### src/rtl/si570_pkg.sv
// Shared constants, state encoding and field-legality helper for the Si-570 frequency decoder.
package si570_pkg;

  localparam int FB      = 28;
  localparam int RFREQ_W = 38;
  localparam int FXTAL_W = 32;
  localparam int P_W     = FXTAL_W + RFREQ_W;
  localparam int DIV_W   = 13;
  localparam int REM_W   = DIV_W + 1;
  localparam int FDCO_W  = 36;
  localparam int CNT_W   = 7;

  localparam logic [FDCO_W-1:0] DCO_MIN_HZ = 36'd4_850_000_000;
  localparam logic [FDCO_W-1:0] DCO_MAX_HZ = 36'd5_670_000_000;

  // Bit n set means HS_DIV register value n is a legal encoding.
  localparam logic [7:0] HS_DIV_LEGAL = 8'b1010_1111;

  typedef enum logic [2:0] {
    S_IDLE,
    S_DECODE,
    S_MUL,
    S_DIV,
    S_FINISH
  } state_e;

  // N1 = reg+1 must be 1 or even, so the register must be 0 or odd.
  function automatic logic n1Legal(input logic [6:0] n1Reg);
    return (n1Reg == 7'd0) || n1Reg[0];
  endfunction

endpackage

### src/rtl/si570_seq_mul.sv
// Generic sequential shift-add multiplier: one B bit per cycle, LSB first, fixed latency of B_W cycles.
module si570_seq_mul #(
  parameter int A_W = 32,
  parameter int B_W = 38
) (
  input  logic               clk,
  input  logic               reset,
  input  logic               start_i,
  input  logic [A_W-1:0]     a_i,
  input  logic [B_W-1:0]     b_i,
  output logic               done_o,
  output logic [A_W+B_W-1:0] p_o
);

  localparam int P_W   = A_W + B_W;
  localparam int MCNT_W = $clog2(B_W + 1);

  logic [P_W-1:0]    aSh_q;
  logic [P_W-1:0]    acc_q;
  logic [P_W-1:0]    acc_d;
  logic [B_W-1:0]    b_q;
  logic [MCNT_W-1:0] cnt_q;
  logic              busy_q;
  logic              done_q;

  assign acc_d  = b_q[0] ? (acc_q + aSh_q) : acc_q;
  assign done_o = done_q;
  assign p_o    = acc_q;

  // A new start always restarts the operation, even if a previous one is still running.
  always_ff @(posedge clk) begin
    if (reset) begin
      aSh_q  <= '0;
      acc_q  <= '0;
      b_q    <= '0;
      cnt_q  <= '0;
      busy_q <= 1'b0;
      done_q <= 1'b0;
    end else if (start_i) begin
      aSh_q  <= P_W'(a_i);
      acc_q  <= '0;
      b_q    <= b_i;
      cnt_q  <= MCNT_W'(B_W);
      busy_q <= 1'b1;
      done_q <= 1'b0;
    end else if (busy_q) begin
      acc_q  <= acc_d;
      aSh_q  <= aSh_q << 1;
      b_q    <= b_q >> 1;
      cnt_q  <= cnt_q - MCNT_W'(1);
      busy_q <= (cnt_q != MCNT_W'(1));
      done_q <= (cnt_q == MCNT_W'(1));
    end else begin
      done_q <= 1'b0;
    end
  end

endmodule

### src/rtl/si570_freq_decode.sv
// Si-570 register readback: fout = fxtal * RFREQ / (HS_DIV * N1), rounded half-up and saturated.
// Define SI570_DCO_CHECK_EN to build the DCO range comparators behind dco_err.
module si570_freq_decode
  import si570_pkg::*;
#(
  parameter int OUT_W = 32
) (
  input  logic              clk,
  input  logic              reset,
  input  logic [47:0]       si570_regs,
  input  logic [31:0]       fxtal,
  input  logic              start,
  output logic              idle,
  output logic              done,
  output logic [OUT_W-1:0]  fout,
  output logic [FDCO_W-1:0] fdco,
  output logic              cfg_err,
  output logic              ovf,
  output logic              dco_err
);

  localparam int R_W = P_W - FB + 1;

  state_e              state_q;
  logic [2:0]          hsReg_q;
  logic [6:0]          n1Reg_q;
  logic [DIV_W-1:0]    divisor_q;
  logic [P_W-1:0]      quot_q;
  logic [REM_W-1:0]    rem_q;
  logic [CNT_W-1:0]    divCnt_q;
  logic [FDCO_W-1:0]   fdcoHold_q;
  logic                cfgBad_q;
  logic                done_q;
  logic [OUT_W-1:0]    fout_q;
  logic [FDCO_W-1:0]   fdco_q;
  logic                cfgErr_q;
  logic                ovf_q;
  logic                dcoErr_q;

  logic                mulStart;
  logic                mulDone;
  logic [P_W-1:0]      mulProd;

  logic [3:0]          hsDiv;
  logic [7:0]          n1;
  logic [DIV_W-1:0]    divxn1;
  logic                cfgOk;

  logic [REM_W-1:0]    remShift;
  logic                remFits;
  logic [REM_W-1:0]    rem_d;
  logic [P_W-1:0]      quot_d;

  logic [R_W-1:0]      rounded;
  logic                ovf_d;
  logic [OUT_W-1:0]    fout_d;
  logic                dcoErr_d;

  assign idle     = (state_q == S_IDLE) && !start;
  assign mulStart = start && (state_q == S_IDLE);

  assign done    = done_q;
  assign fout    = fout_q;
  assign fdco    = fdco_q;
  assign cfg_err = cfgErr_q;
  assign ovf     = ovf_q;
  assign dco_err = dcoErr_q;

  // The multiplier captures fxtal and RFREQ itself on the accepting edge and overlaps the decode cycle.
  si570_seq_mul #(
    .A_W (FXTAL_W),
    .B_W (RFREQ_W)
  ) u_mul (
    .clk     (clk),
    .reset   (reset),
    .start_i (mulStart),
    .a_i     (fxtal),
    .b_i     (si570_regs[RFREQ_W-1:0]),
    .done_o  (mulDone),
    .p_o     (mulProd)
  );

  assign hsDiv  = {1'b0, hsReg_q} + 4'd4;
  assign n1     = {1'b0, n1Reg_q} + 8'd1;
  assign divxn1 = DIV_W'(hsDiv) * DIV_W'(n1);
  assign cfgOk  = HS_DIV_LEGAL[hsReg_q] && n1Legal(n1Reg_q);

  // Restoring division step: the remainder stays below the divisor, so 14 bits always suffice.
  assign remShift = {rem_q[REM_W-2:0], quot_q[P_W-1]};
  assign remFits  = (remShift >= {1'b0, divisor_q});
  assign rem_d    = remFits ? (remShift - {1'b0, divisor_q}) : remShift;
  assign quot_d   = {quot_q[P_W-2:0], remFits};

  assign rounded = {1'b0, quot_q[P_W-1:FB]} + R_W'(quot_q[FB-1]);
  assign ovf_d   = |rounded[R_W-1:OUT_W];
  assign fout_d  = ovf_d ? '1 : rounded[OUT_W-1:0];

`ifdef SI570_DCO_CHECK_EN
  logic pHigh_q;
  assign dcoErr_d = pHigh_q || (fdcoHold_q < DCO_MIN_HZ) || (fdcoHold_q > DCO_MAX_HZ);
`else
  assign dcoErr_d = 1'b0;
`endif

  always_ff @(posedge clk) begin
    if (reset) begin
      state_q    <= S_IDLE;
      hsReg_q    <= '0;
      n1Reg_q    <= '0;
      divisor_q  <= '0;
      quot_q     <= '0;
      rem_q      <= '0;
      divCnt_q   <= '0;
      fdcoHold_q <= '0;
      cfgBad_q   <= 1'b0;
      done_q     <= 1'b0;
      fout_q     <= '0;
      fdco_q     <= '0;
      cfgErr_q   <= 1'b0;
      ovf_q      <= 1'b0;
      dcoErr_q   <= 1'b0;
`ifdef SI570_DCO_CHECK_EN
      pHigh_q    <= 1'b0;
`endif
    end else begin
      done_q <= 1'b0;
      unique case (state_q)
        S_IDLE: begin
          if (start) begin
            hsReg_q <= si570_regs[47:45];
            n1Reg_q <= si570_regs[44:38];
            state_q <= S_DECODE;
          end
        end
        S_DECODE: begin
          if (cfgOk) begin
            cfgBad_q  <= 1'b0;
            divisor_q <= divxn1;
            state_q   <= S_MUL;
          end else begin
            cfgBad_q <= 1'b1;
            cfgErr_q <= 1'b1;
            fout_q   <= '0;
            fdco_q   <= '0;
            ovf_q    <= 1'b0;
            dcoErr_q <= 1'b0;
            state_q  <= S_FINISH;
          end
        end
        S_MUL: begin
          if (mulDone) begin
            quot_q     <= mulProd;
            rem_q      <= '0;
            divCnt_q   <= CNT_W'(P_W - 1);
            fdcoHold_q <= mulProd[FB+FDCO_W-1:FB];
`ifdef SI570_DCO_CHECK_EN
            pHigh_q    <= |mulProd[P_W-1:FB+FDCO_W];
`endif
            state_q    <= S_DIV;
          end
        end
        S_DIV: begin
          quot_q   <= quot_d;
          rem_q    <= rem_d;
          divCnt_q <= divCnt_q - CNT_W'(1);
          if (divCnt_q == '0) state_q <= S_FINISH;
        end
        S_FINISH: begin
          if (!cfgBad_q) begin
            fout_q   <= fout_d;
            ovf_q    <= ovf_d;
            fdco_q   <= fdcoHold_q;
            dcoErr_q <= dcoErr_d;
            cfgErr_q <= 1'b0;
          end
          done_q  <= 1'b1;
          state_q <= S_IDLE;
        end
        default: state_q <= S_IDLE;
      endcase
    end
  end

endmodule

### config.mk
export PLATFORM = sky130hd
export DESIGN_NAME = si570_freq_decode
export DESIGN_NICKNAME = d
export VERILOG_FILES = /design/src/rtl/si570_pkg.sv /design/src/rtl/si570_seq_mul.sv /design/src/rtl/si570_freq_decode.sv
export SDC_FILE = /design/constraint.sdc
export NUM_CORES = 1
export LEC_CHECK = 0
export CAP_MARGIN = 20
export CELL_PAD_IN_SITES_DETAIL_PLACEMENT = 0
export CELL_PAD_IN_SITES_GLOBAL_PLACEMENT = 1
export CORE_MARGIN = 3
export CORE_UTILIZATION = 45
export CTS_CLUSTER_DIAMETER = 150
export DETAILED_ROUTE_END_ITERATION = 16
export PLACE_DENSITY = 0.85
export SETUP_SLACK_MARGIN = 0.15
export SLEW_MARGIN = 40
export SYNTH_ARGS = -nofsm -noshare
export SYNTH_HDL_FRONTEND = slang
export SYNTH_SLANG_ARGS = --single-unit
### constraint.sdc
create_clock -name clk -period 6 [get_ports clk]
set_input_delay 0.9 -clock clk [delete_from_list [all_inputs] [get_ports clk]]
set_output_delay 0.9 -clock clk [all_outputs]
set_load 0.05 [all_outputs]
==> flow_summary_export.csv <==
group,metric,value,unit
min_path,hold_class,"reg -> reg",
status,status,"finished clean",
clock_tree,post_cts_hold_buffer_count,0,
timing,post-route-worst-setup-slack,2.07,ns
timing,grt_setup_unrepaired,"false",
timing,max_freq,255,MHz
grt,grt_max_degree,108,
pwr,vdd_ir_drop_max,0.193,mV
timing,setup_viol_count_final,0,
timing,slew_headroom,0.455,
finish,layout.filler_cells,4490,
finish,post_route_utilization,0.530,
clock_tree,clock_tree_from_tritoncts,"done",
synthesis,synth.yosys.seq_area_share,0.379,
timing,total_count_of_hold_check_failures_in_the_final_report,0,
synthesis,synth_seq_cells,410,
floorplan,fp.dieArea,50800,µm²
synthesis,syn_avg_cell_area,8.04,µm²
critical_path,critPathCaptureType,"flop",
synthesis,synth.cell_area,21700,µm²
floorplan,floorplan.core_area,47100,µm²
placement,dp_hpwl,40900,µm
synthesis,dominantRegCellSynth,"dfxtp_1",
timing,timing_worst_slew_pin_value,0.818,ns
grt,gr-usage-all-layers,0.221,
clock_tree,clock_tree.root_cell,"clkbuf_16",
timing,final-max-slew-violation-count,0,
floorplan,num_io_pins,156,
placement,placed_area,23400,µm²
placement,pre_cts_ws,2.13,ns
critical_path,worst_r2r_path_depth,16,
critical_path,crit_path_max_fanout,6,
finish,area_growth,15.2,%
drt,routed_length_per_instance,17.0,µm
clock_tree,cts_htree_levels,2,
clock_tree,cts_made_buffers,45,
critical_path,critPathKind,"reg -> reg",
grt,initial_antenna_violation_count,0,
synthesis,synthArstFlopShare,0,
critical_path,worst_path_arrival,4.36,ns
drt,drt-vias-per-instance,5.67,
finish,post_route_cells_drive_above_1_share,0.0489,
timing,clock_skew,0.0366,ns
synthesis,yosysWarningCount,0,
drt,wl,57200,µm
finish,layout_commonest_cell,"nand2_1",
clock_tree,postCtsSetupRepairBufs,0,
floorplan,floorplan.initialDensity,0.460,
finish,stdcell_area,25000,µm²
floorplan,height_of_the_die,225,µm
grt,grt_first_pass_wirelength,93900,µm
placement,io_buffer_count,154,
finish,layout_common_cells,"nand2_1 (465), dfxtp_1 (409), a21oi_1 (319)",
timing,fin_hold_ws,0.449,ns
drt,drc,0,
clock_tree,cts_num_sinks,410,
min_path,holdPathStages,2,
synthesis,postSynthCellCount,2692,
drt,num_vias,19100,
grt,via_count_of_the_first_global_routing_pass,18400,
finish,multiInputGateArea,12500,µm²
clock_tree,clock_insertion_delay_worst_skew,0.60,ns
run,maxCapViolCount,0,
timing,setup_tns,0,ns
timing,period_needed,3.93,ns
drt,ant_nets,0,
finish,antenna-diode-count,0,
placement,gpl.final_weighted_congestion,0.930,
drt,drt_iter0_markers,1212,
timing,final.period_utilization,0.654,
drt,first_pass_iters,6,
grt,gr_ovfl_total,0,
synthesis,ys_types,69,
synthesis,synth-edff-count,0,
critical_path,cp_data_required_time,6.43,ns
clock_tree,clock_path_buffers,3,
critical_path,worstSetupStartpointType,"flop",
finish,combined_flip_flop_and_latch_cell_area,8210,µm²
floorplan,core.rowCount,79,
pwr,power.static_leakage,8.95,nW
clock_tree,post_cts_resized,0,
clock_tree,clk_pin_slew_worst_paths,0.06,ns
floorplan,width_of_the_die,225,µm
finish,nets,2925,
pwr,power_per_cell_area,275,nW/µm²
-- area by class of cell --
cell class,count,area share
clock buffer,66,0.0523
timing repair buffer,174,0.0691
clock inverter,15,0.00802
inverter,73,0.0110
tap,607,0.0304
sequential,410,0.329
multi-input combinational,2020,0.500
-- critical path: stages, from the launching register on --
cell,delay (ns)
dfxtp_1,0.42
inv_1,0.13
ha_1,0.35
mux2_2,0.28
ha_1,0.30
fa_1,0.50
ha_1,0.31
a21o_1,0.18
a21oi_1,0.23
o21bai_1,0.09
a21oi_1,0.23
o21bai_1,0.09
a21oi_1,0.20
o21ai_0,0.14
xor2_1,0.16
nand2_1,0.07
a21oi_1,0.07
-- where the power goes --
group / internal (mW) / switching [mW] / total (mW)
Clock: 1.61 / 1.18 / 2.79
Sequential: 2.85 / 0.119 / 2.97
Combinational: 0.445 / 0.663 / 1.11
Total: 4.91 / 1.96 / 6.87
-- path summary, 6_finish.rpt --
path,from,to,slack (ns)
worst max register to register,n1Reg_q[0]$_SDFFE_PP0P_,divisor_q[11]$_SDFFE_PP0P_,2.07
worst max-delay path,n1Reg_q[0]$_SDFFE_PP0P_,divisor_q[11]$_SDFFE_PP0P_,2.07
worst min-delay path,fdcoHold_q[31]$_SDFFE_PP0P_,fdco[31]$_SDFFE_PP0P_,0.45
worst min register to register,fdcoHold_q[31]$_SDFFE_PP0P_,fdco[31]$_SDFFE_PP0P_,0.45
-- logic make-up (layout without fill, tap and decap cells) --
kind of cell,Yosys count,count (layout),share of synthesized area
muxes,126,126,0.0585
buffers and inverters,263,328,0.0472
xor gates and xnor gates,122,122,0.0493
AOI/OAI and AO/OA,732,732,0.207
other,1,2,0.000173
and+or+nand+nor,920,920,0.188
DFF,410,410,0.379
adders and majority gates,118,118,0.0709
-- stage by stage --
| step | power, mW | std cells |
|---|---|---|
| detailed placement | 4.14 | 3283 |
| CTS | 6.94 | 3364 |
| floorplan | 3.84 | 2693 |
| global placement | 4.12 | 3283 |
| global route | 7.19 | 3365 |
| finish | 6.87 | 3365 |
-- sequential cells by signal, indices dropped and copies added, names as in the netlist, 12 cells and up, named ones only --
name	cells
u_mul.b_q	38
fout	32
divisor_q	12
fdco	36
u_mul.aSh_q	70
u_mul.p_o	70
fdcoHold_q	36
rem_q	13
quot_q	70
-- cell usage after synthesis, types with 19 or more instances --
cell | n | area [µm²]
nand2_1 | 467 | 1750
dfxtp_1 | 410 | 8210
a21oi_1 | 319 | 1600
nor2_1 | 191 | 717
clkbuf_1 | 164 | 616
mux2i_1 | 122 | 1220
ha_1 | 110 | 1380
a211oi_1 | 97 | 728
o21ai_0 | 95 | 475
nand3_1 | 85 | 425
inv_1 | 72 | 270
xnor2_1 | 64 | 561
xor2_1 | 58 | 508
a31oi_1 | 56 | 350
nand4_1 | 42 | 263
a22oi_1 | 34 | 255
a21o_1 | 33 | 248
o21bai_1 | 23 | 173
nor3_1 | 21 | 105
buf_1 | 19 | 71.3
-- layer usage --
metal	global-route usage	share of wire	wire (µm)	vias up
met5	0	0	0	-
met4	0.0605	0.021	1200	0
met3	0.0249	0.040	2290	71
met2	0.363	0.46	26200	396
met1	0.309	0.48	27500	9066
li1	-	-	-	9543
Power figures use the tool's default switching activity.
